$ cat src/rtl/spatial_mult_pkg.sv
// Shared definitions for the spatial (bit-fusion) multiplier job scheduler.
//   - precision mode encodings driven on mult_mode
//   - scheduler FSM state type
//   - packed operand word width derivation
package spatial_mult_pkg;

    localparam logic [1:0] MODE_2B = 2'd0;
    localparam logic [1:0] MODE_4B = 2'd1;
    localparam logic [1:0] MODE_8B = 2'd2;

    typedef enum logic [1:0] {
        ST_IDLE  = 2'd0,
        ST_RUN   = 2'd1,
        ST_DRAIN = 2'd2,
        ST_DONE  = 2'd3
    } sched_state_e;

    // A packed operand word carries PRECISION/L_PRECISION lanes of PRECISION bits.
    function automatic int calc_data_width(input int precision, input int l_precision);
        return (precision / l_precision) * precision;
    endfunction

endpackage

$ cat src/rtl/spatial_mult_sched_valid_delay.sv
// Fixed-depth valid delay line that mirrors the multiplier array pipeline.
// Ports:
//   clk       - clock
//   reset_n   - asynchronous active-low clear of every stage
//   in_valid  - issue strobe entering the array
//   out_valid - the same strobe DEPTH cycles later (array output valid)
module valid_delay #(
    parameter int DEPTH = 2
) (
    input  logic clk,
    input  logic reset_n,
    input  logic in_valid,
    output logic out_valid
);

    // Bit 0 holds the newest strobe, bit DEPTH-1 the oldest.
    logic [DEPTH-1:0] shift_q;
    logic [DEPTH-1:0] shift_d;

    always_comb begin
        shift_d = DEPTH'({shift_q, in_valid});
    end

    always_ff @(posedge clk or negedge reset_n) begin
        if (!reset_n) begin
            shift_q <= '0;
        end else begin
            shift_q <= shift_d;
        end
    end

    assign out_valid = shift_q[DEPTH-1];

endmodule

$ cat src/rtl/spatial_mult_sched.sv
// Job scheduler for the recursive spatial multiplier array.
// A job is configured once (mode, signedness, length), then operand word
// pairs stream into the array under valid/ready. Returned fused products are
// accumulated into a single dot product handed out on a result handshake.
//
// Handshakes: a transfer happens on a rising clk edge where valid && ready.
// The sender holds valid and its payload until that edge; ready never
// depends combinationally on valid.
//
// Ports:
//   cfg_valid/cfg_ready, cfg_mode, cfg_signed, cfg_len - job configuration
//   op_valid/op_ready, op_a, op_b                      - operand stream
//   mult_a, mult_b, mult_mode, mult_signed, mult_valid - array inputs
//   mult_out                                           - array summed product
//   res_valid/res_ready, res_data, res_ovf             - job result
//   busy                                               - any state but IDLE
module spatial_mult_sched
    import spatial_mult_pkg::*;
#(
    parameter int PRECISION    = 8,
    parameter int L_PRECISION  = 2,
    parameter int DATA_WIDTH   = calc_data_width(PRECISION, L_PRECISION),
    parameter int MULT_OUT_W   = 20,
    parameter int MULT_LATENCY = 2,
    parameter int ACC_WIDTH    = 32,
    parameter int LEN_WIDTH    = 16
) (
    input  logic                  clk,
    input  logic                  reset_n,
    input  logic                  cfg_valid,
    output logic                  cfg_ready,
    input  logic [1:0]            cfg_mode,
    input  logic                  cfg_signed,
    input  logic [LEN_WIDTH-1:0]  cfg_len,
    input  logic                  op_valid,
    output logic                  op_ready,
    input  logic [DATA_WIDTH-1:0] op_a,
    input  logic [DATA_WIDTH-1:0] op_b,
    output logic [DATA_WIDTH-1:0] mult_a,
    output logic [DATA_WIDTH-1:0] mult_b,
    output logic [1:0]            mult_mode,
    output logic                  mult_signed,
    output logic                  mult_valid,
    input  logic [MULT_OUT_W-1:0] mult_out,
    output logic                  res_valid,
    input  logic                  res_ready,
    output logic [ACC_WIDTH-1:0]  res_data,
    output logic                  res_ovf,
    output logic                  busy
);

    sched_state_e          state_q, state_d;
    logic [1:0]            mode_q, mode_d;
    logic                  signed_q, signed_d;
    logic [LEN_WIDTH-1:0]  len_q, len_d;
    logic [LEN_WIDTH-1:0]  issue_cnt_q, issue_cnt_d;
    logic [LEN_WIDTH-1:0]  ret_cnt_q, ret_cnt_d;
    logic [ACC_WIDTH-1:0]  acc_q, acc_d;
    logic                  ovf_q, ovf_d;
    logic [DATA_WIDTH-1:0] mult_a_q, mult_a_d;
    logic [DATA_WIDTH-1:0] mult_b_q, mult_b_d;
    logic                  mult_valid_q, mult_valid_d;
    logic                  res_valid_q, res_valid_d;
    logic [ACC_WIDTH-1:0]  res_data_q, res_data_d;

    logic                  ret_valid;
    logic [ACC_WIDTH-1:0]  ext_val;
    logic [ACC_WIDTH:0]    sum_w;
    logic                  add_ovf;

    valid_delay #(
        .DEPTH (MULT_LATENCY)
    ) u_valid_delay (
        .clk       (clk),
        .reset_n   (reset_n),
        .in_valid  (mult_valid_q),
        .out_valid (ret_valid)
    );

    // Widen the array output to accumulator width (sign- or zero-extended).
    always_comb begin
        ext_val                   = '0;
        ext_val[MULT_OUT_W-1:0]   = mult_out;
        for (int i = MULT_OUT_W; i < ACC_WIDTH; i++) begin
            ext_val[i] = signed_q & mult_out[MULT_OUT_W-1];
        end
    end

    // One extra bit captures the unsigned carry; signed overflow is the
    // usual "same-sign operands, different-sign result" test.
    always_comb begin
        sum_w = {1'b0, acc_q} + {1'b0, ext_val};
        if (signed_q) begin
            add_ovf = (acc_q[ACC_WIDTH-1] == ext_val[ACC_WIDTH-1]) &&
                      (sum_w[ACC_WIDTH-1] != acc_q[ACC_WIDTH-1]);
        end else begin
            add_ovf = sum_w[ACC_WIDTH];
        end
    end

    always_comb begin
        state_d      = state_q;
        mode_d       = mode_q;
        signed_d     = signed_q;
        len_d        = len_q;
        issue_cnt_d  = issue_cnt_q;
        ret_cnt_d    = ret_cnt_q;
        acc_d        = acc_q;
        ovf_d        = ovf_q;
        mult_a_d     = mult_a_q;
        mult_b_d     = mult_b_q;
        mult_valid_d = 1'b0;
        res_valid_d  = res_valid_q;
        res_data_d   = res_data_q;
        cfg_ready    = 1'b0;
        op_ready     = 1'b0;

        // Returns may land while still issuing (RUN) as well as in DRAIN.
        if (ret_valid) begin
            acc_d     = sum_w[ACC_WIDTH-1:0];
            ret_cnt_d = ret_cnt_q + LEN_WIDTH'(1);
            if (add_ovf) begin
                ovf_d = 1'b1;
            end
        end

        case (state_q)
            ST_IDLE: begin
                cfg_ready = 1'b1;
                if (cfg_valid) begin
                    // Code 3 has no distinct fusion level; present it to the
                    // array as full 8-bit precision.
                    mode_d      = (cfg_mode == 2'd3) ? MODE_8B : cfg_mode;
                    signed_d    = cfg_signed;
                    len_d       = cfg_len;
                    acc_d       = '0;
                    ovf_d       = 1'b0;
                    issue_cnt_d = '0;
                    ret_cnt_d   = '0;
                    if (cfg_len == '0) begin
                        state_d     = ST_DONE;
                        res_valid_d = 1'b1;
                        res_data_d  = '0;
                    end else begin
                        state_d = ST_RUN;
                    end
                end
            end
            ST_RUN: begin
                op_ready = 1'b1;
                if (op_valid) begin
                    mult_a_d     = op_a;
                    mult_b_d     = op_b;
                    mult_valid_d = 1'b1;
                    issue_cnt_d  = issue_cnt_q + LEN_WIDTH'(1);
                    if (issue_cnt_d == len_q) begin
                        state_d = ST_DRAIN;
                    end
                end
            end
            ST_DRAIN: begin
                // ret_cnt_q already includes every return, so acc_q is final.
                if (ret_cnt_q == len_q) begin
                    state_d     = ST_DONE;
                    res_valid_d = 1'b1;
                    res_data_d  = acc_q;
                end
            end
            ST_DONE: begin
                if (res_ready) begin
                    state_d     = ST_IDLE;
                    res_valid_d = 1'b0;
                end
            end
            default: begin
                state_d = ST_IDLE;
            end
        endcase
    end

    always_ff @(posedge clk or negedge reset_n) begin
        if (!reset_n) begin
            state_q      <= ST_IDLE;
            mode_q       <= MODE_2B;
            signed_q     <= 1'b0;
            len_q        <= '0;
            issue_cnt_q  <= '0;
            ret_cnt_q    <= '0;
            acc_q        <= '0;
            ovf_q        <= 1'b0;
            mult_a_q     <= '0;
            mult_b_q     <= '0;
            mult_valid_q <= 1'b0;
            res_valid_q  <= 1'b0;
            res_data_q   <= '0;
        end else begin
            state_q      <= state_d;
            mode_q       <= mode_d;
            signed_q     <= signed_d;
            len_q        <= len_d;
            issue_cnt_q  <= issue_cnt_d;
            ret_cnt_q    <= ret_cnt_d;
            acc_q        <= acc_d;
            ovf_q        <= ovf_d;
            mult_a_q     <= mult_a_d;
            mult_b_q     <= mult_b_d;
            mult_valid_q <= mult_valid_d;
            res_valid_q  <= res_valid_d;
            res_data_q   <= res_data_d;
        end
    end

    assign mult_a      = mult_a_q;
    assign mult_b      = mult_b_q;
    assign mult_mode   = mode_q;
    assign mult_signed = signed_q;
    assign mult_valid  = mult_valid_q;
    assign res_valid   = res_valid_q;
    assign res_data    = res_data_q;
    assign res_ovf     = ovf_q;
    assign busy        = (state_q != ST_IDLE);

endmodule

$ cat config.mk
export PLATFORM = sky130hd
export DESIGN_NAME = spatial_mult_sched
export DESIGN_NICKNAME = d
export VERILOG_FILES = /design/src/rtl/spatial_mult_pkg.sv /design/src/rtl/spatial_mult_sched_valid_delay.sv /design/src/rtl/spatial_mult_sched.sv
export SDC_FILE = /design/constraint.sdc
export NUM_CORES = 1
export LEC_CHECK = 0
export CORE_MARGIN = 2
export CORE_UTILIZATION = 37
export DETAILED_ROUTE_END_ITERATION = 16
export PLACE_DENSITY = 0.68
export SYNTH_ARGS = -nofsm -noshare
export SYNTH_HDL_FRONTEND = slang
export SYNTH_HIERARCHICAL = 1
export SYNTH_SLANG_ARGS = --single-unit
$ cat constraint.sdc
create_clock -name clk -period 3.5 [get_ports clk]
set_input_delay 0.525 -clock clk [delete_from_list [all_inputs] [get_ports clk]]
set_output_delay 0.525 -clock clk [all_outputs]
set_load 0.005 [all_outputs]
---- Word-level counts from Yosys, hierarchy flattened ----
Cells that the tools add are included.
storage, ports and cells
  flip-flop bits (word level) ............. 186
  bits in latches ......................... 0
  RAM bits ................................ 0
  ROM bits ................................ 0
  output and inout bits ................... 105
  memories ................................ 0
operators by class
  add/sub/neg operators ................... 3
  multipliers ............................. 0
  divide/modulo/power cells ............... 0
  order comparisons ....................... 0
  eq/ne operators ......................... 14
  shift operators ......................... 0
  mux-type cells .......................... 35
  bitwise logic cells ..................... 1
  reduce and logical (&&, ||, !) cells .... 13
operators by type and width
  kind                                            number
  two-way mux 32 bit                              6
  two-way mux 16 bit                              5
  case mux 32 bit (2 select lines)                1
  adder 32 x 32 -> 33 bit                         1
  adder 16 x 1 -> 16 bit (second input constant)  2
  == test 16 bit                                  2
  case mux 16 bit (2 select lines)                1
  logical NOT 16 bit                              1
  two-way mux 2 bit                               7
  two-way mux 1 bit                               13
  != test 2 bit (second input constant)           6
  AND reduction 5 bit                             2
  case mux 2 bit (4 select lines)                 1
  == test 2 bit (second input constant)           3
  nonzero test 2 bit                              3
  AND reduction 2 bit                             2
  AND reduction 4 bit                             1
  case mux 1 bit (3 select lines)                 1
  AND reduction 3 bit                             1
  nonzero test 3 bit                              1
  == test 2 x 1 -> 1 bit (second input constant)  1
  logical NOT 2 bit                               1
  AND 1 bit                                       1
  == test 1 bit                                   1
  2 further kinds                                 2

---- Logic depth before layout (Yosys ltp) ----
Gate-level depths: netlist of the first run.
  word-level depth ........................ 9
  gate-level depth with buffers ........... 11
  gate-level depth less buffers ........... 10

---- Modules after synthesis ----
The synthesis of the first run kept the hierarchy.
modules (own cells, without submodules)
  module              times used  cells an instance  area each (µm²)
  spatial_mult_sched  1           929                9596.7
  valid_delay         1           2                  50.0

---- Least setup slack after synthesis of the first run ----
Ideal clock, no wire load.
  kind .................................... input-to-reg
  start point ............................. input mult_out[0]
  end point ............................... register acc_q[28]
  library setup time ...................... 0.135 ns
  arrival time ............................ 2.676 ns
  slack ................................... 0.690 ns
  cell stages on the path ................. 10
  path buffers ............................ 0
  path through ............................ ha_1 -> fa_1 -> a211oi_1 -> o21bai_1 -> a21boi_1 -> o21ai_1 -> a31o_2 -> a2111oi_2 -> o21ai_0 -> nor3b_1
on the way
  cells in the longest elaborated chain, start to end .. 4
ends and longest elaborated chain
  element                      RTL line                   RTL
  start: declaration           spatial_mult_sched.sv:44   input logic [MULT_OUT_W-1:0] mult_out,
  adder 32 x 32 -> 33 bit (*)  spatial_mult_sched.sv:92   sum_w = {1'b0, acc_q} + {1'b0, ext_val};
  two-way mux 32 bit (*)       spatial_mult_sched.sv:119  if (ret_valid) begin
  two-way mux 32 bit           spatial_mult_sched.sv:130  if (cfg_valid) begin
  two-way mux 32 bit (*)       spatial_mult_sched.sv:127  case (state_q)
  named net acc_d[28]          spatial_mult_sched.sv:58   logic [ACC_WIDTH-1:0] acc_q, acc_d;
  end signal: assignment       spatial_mult_sched.sv:189  acc_q <= '0;
  end signal: assignment       spatial_mult_sched.sv:203  acc_q <= acc_d;
  end: declaration             spatial_mult_sched.sv:58
The timed path passes the listed nets; every way through them passes the cells marked *.
A chain may end at the register's enable or synchronous reset.

---- Worst setup path after layout of the first run ----
Same ends and word-level chain as after synthesis.

==> results of run 1 <==
==> final cells by class <==
class,count,area (sq um),area share
multi-input combinational,679,4743,0.3714
sequential,186,4654,0.3645
timing repair buffer,226,2268,0.1776
clock buffer,17,425.4,0.03331
clock inverter,15,200.2,0.01568
inverter,16,60.06,0.004703
tap,335,419.2,0.03282
==> stage by stage <==
step                      utilization  setup slack, ns  cells  hold WS, ns
after floorplan                     -           0.6896    931       0.2294
after global placement         0.4701          0.07784   1442       0.3385
after detailed placement       0.4701          0.08933   1442       0.3537
after CTS                      0.4943           0.5351   1474       0.2022
after global routing           0.4943           0.3023   1474       0.2239
final                          0.4943           0.5202   1474       0.1680
==> worst reg2reg max path: stages, from the launching register on <==
cell,delay (ns)
dfrtp_1,0.41
ha_1,0.22
fa_1,0.39
a211oi_1,0.26
o21bai_1,0.18
a21boi_1,0.21
o21ai_1,0.12
a31o_2,0.27
a2111oi_2,0.43
o21ai_0,0.12
nor3b_1,0.15
==> cell usage after synthesis (3+ instances only) <==
cell type	n
nor2b_1	12
o22ai_1	5
mux2i_1	23
o31ai_1	12
xor2_1	29
buf_1	6
mux2_2	66
o21ai_0	44
a21o_1	4
o211ai_1	4
or4_1	3
nor4_1	10
dfrtp_1	186
o21a_1	5
a21oi_2	3
nor3b_1	6
nand2_1	105
nor3_1	16
o21bai_1	4
a22o_1	33
xnor2_1	31
and4_1	6
a211oi_1	10
o21ai_1	3
a31oi_1	5
clkbuf_1	38
and3_1	7
a21oi_1	29
or3_1	3
nand4b_1	3
nor2_1	75
nand4_1	11
buf_2	5
nand3_1	31
ha_1	26
nand2b_1	13
inv_1	15
==> worst paths after layout <==
| path | start | end | slack [ns] | depth (start not counted) |
|---|---|---|---|---|
| setup / recovery | mult_out[0] | acc_q[28] | 0.52 | 11 |
| hold / removal | reset_n | acc_q[1] | 0.17 | 1 |
| setup reg to reg | acc_q[0] | acc_q[28] | 0.61 | 10 |
| hold reg to reg | u_valid_delay/shift_q[0] | u_valid_delay/shift_q[1] | 0.37 | 0 |
| max in group asynchronous | reset_n | res_data[7] | 2.47 | 2 |
| min in group clk | u_valid_delay/shift_q[0] | u_valid_delay/shift_q[1] | 0.37 | 0 |
==> cells in the final DEF (no fill, tap or decap), types with 26 or more instances in the layout <==
| master | Yosys | layout |
|---|---|---|
| nor2_1 | 75 | 74 |
| mux2_2 | 66 | 66 |
| o21ai_0 | 44 | 43 |
| a21oi_1 | 29 | 29 |
| xnor2_1 | 31 | 31 |
| ha_1 | 26 | 26 |
| a22o_1 | 33 | 33 |
| nand3_1 | 31 | 31 |
| dfrtp_1 | 186 | 186 |
| nand2_1 | 105 | 105 |
| clkdlybuf4s50_1 | 0 | 211 |
| xor2_1 | 29 | 29 |
==> state kept, by name (all words and copies together), names as in the netlist, 16 cells and up <==
signal,flops
acc_q,32
mult_a,32
mult_b,32
res_data,32
issue_cnt_q,16
len_q,16
ret_cnt_q,16
==> cell families (layout without fill, tap and decap cells) <==
family / Yosys count / count (layout) / synth area share
compound gates: 184 / 184 / 0.1372
simple gates: 319 / 319 / 0.1624
xor+xnor: 60 / 60 / 0.05447
flops: 186 / 186 / 0.4825
buf+inv: 66 / 274 / 0.02672
fa+ha+maj: 27 / 27 / 0.03580
mux: 89 / 89 / 0.1009
==> power by group <==
| group | total, W | internal, W | switching, W |
|---|---|---|---|
| registers | 0.00367 | 0.00296 | 0.000712 |
| logic | 0.00446 | 0.00244 | 0.00203 |
| clock network | 0.00204 | 0.00104 | 0.00100 |
| total | 0.0102 | 0.00644 | 0.00374 |
==> metal layers <==
layer,global-route usage,vias up,share of wire
met3,0.04071,29,0.046
li1,-,3721,-
met5,0,-,0
met1,0.2475,3740,0.45
met2,0.2995,193,0.49
met4,0.06074,0,0.018
==> results.ini, run 1 <==
[worst_setup_path]
path_type_of_the_worst_setup_path = primary input to flop
critPathSlowestCell = a2111oi_2
timing.critical_path.fanout_max = 4
crit_path_start_kind = primary input
timing.critical_path.slowest_cell_delay_ns = 0.43
worstPathCellList = clkdlybuf4s50_1, ha_1, fa_1, a211oi_1, o21bai_1, a21boi_1, o21ai_1, a31o_2, a2111oi_2, o21ai_0, nor3b_1
worstSetupEndpointType = flop
critical_path_arrival_ns = 3.28
cp_num_buf_inv = 1
critical-path-top-delay-family = compound AO/OA/AOI/OAI gates
worst-endpoint-required_ns = 3.80

[clocking]
cts_made_buffers = 17
clk_pin_slew_worst_paths_ns = 0.08
cts_hold_buf = 0
cts.path.max_buffers = 2
htree_levels = 4
cts.sinks = 186
clk_root_buffer_cell = clkbuf_16
insertion_delay_ns = 0.44
postCtsResizedCells = 0
post_cts_buffers = 0
clock_tree_from_tritoncts = built

[timing]
report.final.slew_viol_count = 0
report.final.setup_viol = 0
grt_setup_unrepaired = false
max_slew.worst_pin.slew_ns = 1.018
skew_ns = 0.01936
timing.slew.headroom = 0.3169
period_share = 0.8514
timing.final.hold_violations = 0
layout_min_cycle_time_ns = 2.980
tns_ns = 0
fmax_mhz = 335.6

[synth]
synth_seq_area_share = 0.4825
synth_warnings = 6
syn-num-nets = 1066
synth.distinct_cells = 74
synth_top_cells_by_area = dfrtp_1 (48%), mux2_2 (7.7%), nand2_1 (4.1%)
avgSynthCellArea_sq_um = 10.36
yosys.area.top_type = dfrtp_1
synth.cell_area_sq_um = 9647
synthDominantCellAreaShare = 0.4825
yosys_most_used_dff = dfrtp_1
synth_edf_count = 0
synth_seq_cells = 186
postSynthCellCount = 931
asyncSetResetFlopFracSynth = 1.000

[detailed_routing]
average_vias_per_placed_instance = 5.212
post-route-drc-count = 0
routedWlPerCell_um = 17.14
drt_iter0_markers = 443
route.antenna.remaining_nets = 0
route.vias.total = 7683
detail_route.first_pass.iterations = 5
drt-total-wl_um = 25270

[die]
design.core.area_sq_um = 25840
num_rows = 59
die-area_sq_um = 27380
initial_utilization = 0.3734
ios = 213
die_height_um = 165.5
die_x_um = 165.5

[flow_run]
maxCapViolations = 0

[hold_path]
worst_hold_path_type = primary input to async pin

[placed_design]
gp_routability_congestion = 0.8897
place_hpwl_um = 17730
port_buffers = 212
postPlaceCellArea_sq_um = 12150

[grt]
grt_pass1_vias = 7395
grtUsageTotal = 0.1853
grt_antenna_before_repair = 0
first_pass_grt_wire_length_um = 39520
grt_remaining_overflow = 0
maximum_number_of_pins_on_one_net_before_global_route_repair = 96

[final_layout]
nNetsFinal = 1261
area_growth_pct = 32.39
antenna-diode-count = 0
share_of_cells_above_drive_strength_1 = 0.1194
post-route-cell-area_sq_um = 12770
number_of_inserted_filler_cells_in_the_final_layout = 2391

[power]
cellPowerDensity_nw_per_um2 = 797.1
power.static_leakage_nw = 5.460
max_rail_drop_vdd_mv = 0.3505
power.total_w = 0.01018

[status]
run_status = finished, final reports clean

Power figures use the tool's default switching activity.
==> inputs of run 2 (changes only) <==
--- a/config.mk
+++ b/config.mk
@@ -6,9 +6,10 @@
 export NUM_CORES = 1
 export LEC_CHECK = 0
 export CORE_MARGIN = 2
-export CORE_UTILIZATION = 37
+export CORE_UTILIZATION = 35
 export DETAILED_ROUTE_END_ITERATION = 16
-export PLACE_DENSITY = 0.68
+export PLACE_DENSITY = 0.65
+export SLEW_MARGIN = 20
 export SYNTH_ARGS = -nofsm -noshare
 export SYNTH_HDL_FRONTEND = slang
 export SYNTH_HIERARCHICAL = 1
==> constraint.sdc (replaced) <==
create_clock -name clk -period 3.5 [get_ports clk]
set_input_delay 0.35 -clock clk [delete_from_list [all_inputs] [get_ports clk]]
set_output_delay 0.35 -clock clk [all_outputs]
set_load 0.005 [all_outputs]
==> results.ini, run 2 (same netlist as run 1, synthesis figures left out) <==
[timing]
setup_slack_ns = 0.5495  ; +0.02934 ns
skew_ns = 0.01997  ; +0.0006097 ns
report.final.slew_viol_count = 0  ; unchanged
tns_ns = 0  ; unchanged
layout_min_cycle_time_ns = 2.950  ; -0.02934 ns
fmax_mhz = 338.9  ; +0.99%
report.final.setup_viol = 0  ; unchanged
timing.slew.headroom = 0.3666  ; +0.04962
period_share = 0.8430  ; -0.008384
max_slew.worst_pin.slew_ns = 0.9478  ; -0.06990 ns
grt_setup_unrepaired = false
timing.final.hold_violations = 0  ; unchanged

[die]
initial_utilization = 0.3569  ; -0.01642
die_height_um = 170.0  ; +2.7%
num_rows = 60  ; +1.7%
die-area_sq_um = 28910  ; +5.6%
design.core.area_sq_um = 27030  ; +4.6%
die_x_um = 170.0  ; +2.7%
ios = 213  ; unchanged

[clocking]
cts.sinks = 186  ; unchanged
cts_made_buffers = 17  ; unchanged
clk_root_buffer_cell = clkbuf_16
clock_tree_from_tritoncts = built
clk_pin_slew_worst_paths_ns = 0.08  ; about the same
cts.path.max_buffers = 2  ; unchanged
post_cts_buffers = 0  ; unchanged
htree_levels = 4  ; unchanged
insertion_delay_ns = 0.44  ; about the same

[worst_setup_path]
path_type_of_the_worst_setup_path = flop to flop
cp_num_buf_inv = 0  ; -1
worst-r2r-cell-count = 10  ; unchanged
critical-path-top-delay-family = compound AO/OA/AOI/OAI gates
cp.depth = 10  ; -1
timing.critical_path.fanout_max = 4  ; unchanged
worstPathCellList = ha_1, fa_1, a211oi_1, o21bai_1, a21boi_1, o21ai_1, a31o_2, a2111oi_2, o21ai_0, nor3b_1
critical_path_arrival_ns = 3.24  ; -0.04 ns
crit_path_start_kind = flop
critPathSlowestCell = fa_1
worstSetupEndpointType = flop
worst-endpoint-required_ns = 3.79  ; about the same
timing.critical_path.slowest_cell_delay_ns = 0.43  ; about the same

[final_layout]
sequential_cell_area_sq_um = 4654  ; unchanged
antenna-diode-count = 0  ; unchanged
nNetsFinal = 1261  ; unchanged
layout_common_cells = clkdlybuf4s50_1 (211), dfrtp_1 (186), nand2_1 (105), nor2_1 (74), mux2_2 (66)
share_of_cells_above_drive_strength_1 = 0.1194  ; unchanged
layout_commonest_cell = clkdlybuf4s50_1
number_of_inserted_filler_cells_in_the_final_layout = 2547  ; +6.5%
area_growth_pct = 32.46  ; about the same
multiInputGateArea_sq_um = 4747  ; about the same

[grt]
grt_antenna_before_repair = 1  ; +1
maximum_number_of_pins_on_one_net_before_global_route_repair = 83  ; -14%
first_pass_grt_wire_length_um = 40720  ; +3.1%
grt_remaining_overflow = 0  ; unchanged
grtUsageTotal = 0.1781  ; -0.007227
grt_pass1_vias = 7573  ; +2.4%

[detailed_routing]
route.vias.total = 7786  ; +1.3%
average_vias_per_placed_instance = 5.261  ; +0.93%
drt-total-wl_um = 25720  ; +1.8%
routedWlPerCell_um = 17.38  ; +1.4%
drt_iter0_markers = 436  ; -1.6%
post-route-drc-count = 0  ; unchanged
detail_route.first_pass.iterations = 5  ; unchanged
route.antenna.remaining_nets = 0  ; unchanged

[hold_path]
min_delay_path_depth = 0
worst_hold_path_type = flop to flop

[power]
max_rail_drop_vdd_mv = 0.3249  ; -7.3%
power.static_leakage_nw = 5.457  ; about the same
cellPowerDensity_nw_per_um2 = 796.4  ; about the same

[placed_design]
gp_routability_congestion = 0.8695  ; -2.3%
placement.setup.worst_slack_ns = 0.1905  ; +0.1012 ns
port_buffers = 212  ; unchanged
place_hpwl_um = 18290  ; +3.2%

[status]
run_status = finished, final reports clean

[flow_run]
maxCapViolations = 0  ; unchanged

[run 2: cell types whose count changed in the layout (fill, tap and decap cells not counted), sizes merged]
| cell | before | now |
|---|---|---|
| dlygate4sd3 | 0 | 1 |
| bufinv | 1 | 0 |
| inv | 22 | 23 |
| buf | 14 | 13 |
[run 2: power by group]
part / total, W / switching (W) / leakage (nW) / internal [W]
Clock: 0.00203 / 0.00104 / 0.304 / 0.000996
Combinational: 0.00447 / 0.00204 / 2.76 / 0.00243
Sequential: 0.00367 / 0.000715 / 2.39 / 0.00296
Total: 0.0102 / 0.00379 / 5.46 / 0.00639
[run 2: timing repair]
item | in CTS | in global routing
endpoints found under the setup margin | 0 | 0
hold endpoints to repair | 68 | 0
hold buffers | 1 | 0
resized for setup | 0 | 0
[run 2: area by class of cell]
cell class              instances  share of cell area
clock buffers                  17             0.03329
clock inverters                15             0.01616
inverters                      16            0.004700
multi-input cells             679              0.3715
flip-flops and latches        186              0.3642
well taps                     341             0.03339
repair buffers                226              0.1767
[run 2: worst reg2reg max path: stages (launching register included)]
cell	delay, ns
dfrtp_1	0.41
ha_1	0.23
fa_1	0.43
a211oi_1	0.30
o21bai_1	0.17
a21boi_1	0.21
o21ai_1	0.12
a31o_2	0.27
a2111oi_2	0.39
o21ai_0	0.12
nor3b_1	0.15
[run 2: final timing paths]
path	to	slack [ns]	start
max in group asynchronous	mult_b[12]	2.09	reset_n
worst min register to register	u_valid_delay/shift_q[1]	0.35	u_valid_delay/shift_q[0]
min in group asynchronous	res_data[3]	0.48	reset_n
worst max register to register	acc_q[28]	0.55	acc_q[0]
worst max-delay path	acc_q[28]	0.55	acc_q[0]
worst min-delay path	u_valid_delay/shift_q[1]	0.35	u_valid_delay/shift_q[0]
[run 2: per-layer routing]
layer / GRT usage / part of all wire
met1: 0.2373 / 0.45
met2: 0.2884 / 0.48
met3: 0.04302 / 0.048
met4: 0.05240 / 0.019
met5: 0 / 0.00051
[run 2: through the flow]
stage                     instance area [sq um]    util  power (W)  cells  hold slack, ns
after global routing                      12780  0.4728    0.01086   1480          0.3682
after detailed placement                  12130  0.4489   0.008209   1447          0.3378
after CTS                                 12770  0.4727    0.01029   1480          0.3600
final                                     12780  0.4728    0.01018   1480          0.3548
after global placement                    12130  0.4489   0.008128   1447          0.3357
after floorplan                            9647       -   0.006080    931         0.05441
==> inputs of run 3 (changes only) <==
==> constraint.sdc (replaced) <==
create_clock -name clk -period 2.8 [get_ports clk]
set_input_delay 0.28 -clock clk [delete_from_list [all_inputs] [get_ports clk]]
set_output_delay 0.28 -clock clk [all_outputs]
set_load 0.005 [all_outputs]
==> results.ini, run 3 (same netlist as run 1, synthesis figures left out) <==
[final_layout]
layout_commonest_cell = clkdlybuf4s50_1
post-route-util = 0.4892  ; +0.01639
nNetsFinal = 1305  ; +3.5%
number_of_inserted_filler_cells_in_the_final_layout = 2441  ; -4.2%
share_of_cells_above_drive_strength_1 = 0.1598  ; +0.04036
antenna-diode-count = 0  ; unchanged
area_growth_pct = 37.06
layout_common_cells = clkdlybuf4s50_1 (211), dfrtp_1 (185), nand2_1 (105), nor2_1 (74), mux2_2 (66)

[worst_setup_path]
crit_path_start_kind = flop
critical-path-top-delay-family = compound AO/OA/AOI/OAI gates
cp_num_buf_inv = 0  ; unchanged
setup.reg_to_reg.worst_slack_ns = 0.09  ; -0.46 ns
worst-endpoint-required_ns = 3.13  ; -0.66 ns
regToRegStartpoint = acc_q[14]
worst-r2r-cell-count = 9  ; -1
critPathSlowestCell = or4_4
timing.critical_path.fanout_max = 5  ; +1
worstSetupEndpointType = flop
endpoint_of_the_most_critical_register_to_register_path = acc_q[23]
path_type_of_the_worst_setup_path = flop to flop
worstPathCellList = ha_4, a21o_1, a21oi_1, nor2b_1, o41ai_4, a41oi_4, or4_4, and3_4, o21a_1
timing.critical_path.slowest_cell_delay_ns = 0.57  ; +0.14 ns
critical_path_arrival_ns = 3.04  ; -0.20 ns

[die]
ios = 213  ; unchanged
die-area_sq_um = 28910  ; unchanged
die_height_um = 170.0  ; unchanged
num_rows = 60  ; unchanged
design.core.area_sq_um = 27030  ; unchanged
initial_utilization = 0.3569  ; unchanged
die_x_um = 170.0  ; unchanged

[detailed_routing]
route.vias.total = 7905  ; +1.5%
post-route-drc-count = 0  ; unchanged
drt_iter0_markers = 523  ; +20%
routedWlPerCell_um = 17.16  ; -1.3%
drt-total-wl_um = 26150  ; +1.6%
detail_route.first_pass.iterations = 4  ; -1
average_vias_per_placed_instance = 5.187  ; -1.4%
route.antenna.remaining_nets = 0  ; unchanged

[clocking]
cts_made_buffers = 17  ; unchanged
cts.path.max_buffers = 2  ; unchanged
cts.sinks = 186  ; unchanged
clock_tree_from_tritoncts = built
clk_pin_slew_worst_paths_ns = 0.09  ; about the same
insertion_delay_ns = 0.45  ; about the same
htree_levels = 4  ; unchanged
clk_root_buffer_cell = clkbuf_16

[timing]
timing.slew.headroom = 0.5226  ; +0.1560
period_share = 0.9692  ; +0.1262
skew_ns = 0.02005  ; +0.00008440 ns
layout_min_cycle_time_ns = 2.714  ; -0.2367 ns
tns_ns = 0  ; unchanged
setup_slack_ns = 0.08621  ; -0.4633 ns
max_slew.worst_pin.slew_ns = 0.7144  ; -0.2335 ns
timing.final.hold_violations = 0  ; unchanged
hold_ws_ns = 0.3684  ; +0.01368 ns
report.final.slew_viol_count = 0  ; unchanged
fmax_mhz = 368.5  ; +8.7%
report.final.setup_viol = 0  ; unchanged

[grt]
maximum_number_of_pins_on_one_net_before_global_route_repair = 69  ; -17%
grt_remaining_overflow = 0  ; unchanged
grtUsageTotal = 0.1829  ; +0.004858
grt_pass1_vias = 7864  ; +3.8%
first_pass_grt_wire_length_um = 41960  ; +3.0%
grt_antenna_before_repair = 0  ; -1

[flow_run]
maxCapViolations = 0  ; unchanged

[power]
power.total_w = 0.01315  ; +29%
cellPowerDensity_nw_per_um2 = 994.8  ; +25%
power.static_leakage_nw = 5.699  ; +4.4%
max_rail_drop_vdd_mv = 0.4456  ; +37%

[hold_path]
hold_path_end = u_valid_delay/shift_q[1]
min_delay_path_depth = 0  ; unchanged
hold_path_startpoint = u_valid_delay/shift_q[0]
worst_hold_path_type = flop to flop

[placed_design]
port_buffers = 212  ; unchanged
gp_routability_congestion = 0.8742  ; +0.54%
placement.setup.worst_slack_ns = -0.3768  ; -0.5674 ns
place_hpwl_um = 18550  ; +1.4%

[status]
run_status = finished, final reports clean

run 3: cell count changes in the layout (fill, tap and decap cells not counted), moves of 2 or more:
cell     delta
a21oi_2     -2
buf_12      +3
a21oi_4     +2
buf_4      +41
run 3: where the power goes:
part / total [W] / internal, W / leakage [nW] / switching (W)
clock network: 0.00255 / 0.00124 / 0.303 / 0.00131
logic: 0.00600 / 0.00335 / 3.01 / 0.00265
registers: 0.00461 / 0.00370 / 2.39 / 0.000908
run 3: per-stage QoR:
step / area, sq um / std cells
after floorplan: 9647 / 931
after global placement: 12460 / 1485
after CTS: 13100 / 1518
after detailed placement: 12460 / 1485
final: 13220 / 1524
after global routing: 13220 / 1524
run 3: repair_timing:
item	4_1_cts	5_1_grt
buffers inserted	0	6
hold buffers	1	0
hold endpoints to repair	65	0
endpoints found under the setup margin	3	14
pin swaps	0	8
resized for setup	1	12
run 3: worst max-delay path by stage:
| stage | from | endpoint | slack [ns] | depth (start not counted) |
|---|---|---|---|---|
| after floorplan | acc_q[0] | acc_q[28] | 0.15 | 10 |
| after global placement | mult_out[0] | acc_q[28] | -0.34 | 11 |
| after detailed placement | mult_out[0] | acc_q[28] | -0.38 | 11 |
| after CTS | acc_q[0] | acc_q[26] | 0.03 | 10 |
| after global routing | acc_q[8] | acc_q[30] | -0.02 | 11 |
| final | acc_q[14] | acc_q[23] | 0.09 | 9 |
run 3: area by class of cell:
cell class	count	area (sq um)	share of cell area
Multi-Input combinational cell	679	4823	0.3648
Sequential cell	186	4656	0.3521
Timing Repair Buffer	270	2626	0.1986
Tap cell	341	426.7	0.03227
Clock buffer	17	425.4	0.03218
Clock inverter	15	203.9	0.01543
Inverter	16	60.06	0.004542
run 3: layer usage:
layer  up-vias  share of wire  GRT usage
met5         -              0          0
met2       189           0.49     0.2988
li1       3810              -          -
met3        37          0.043    0.03326
met4         0          0.020    0.06355
met1      3869           0.45     0.2448
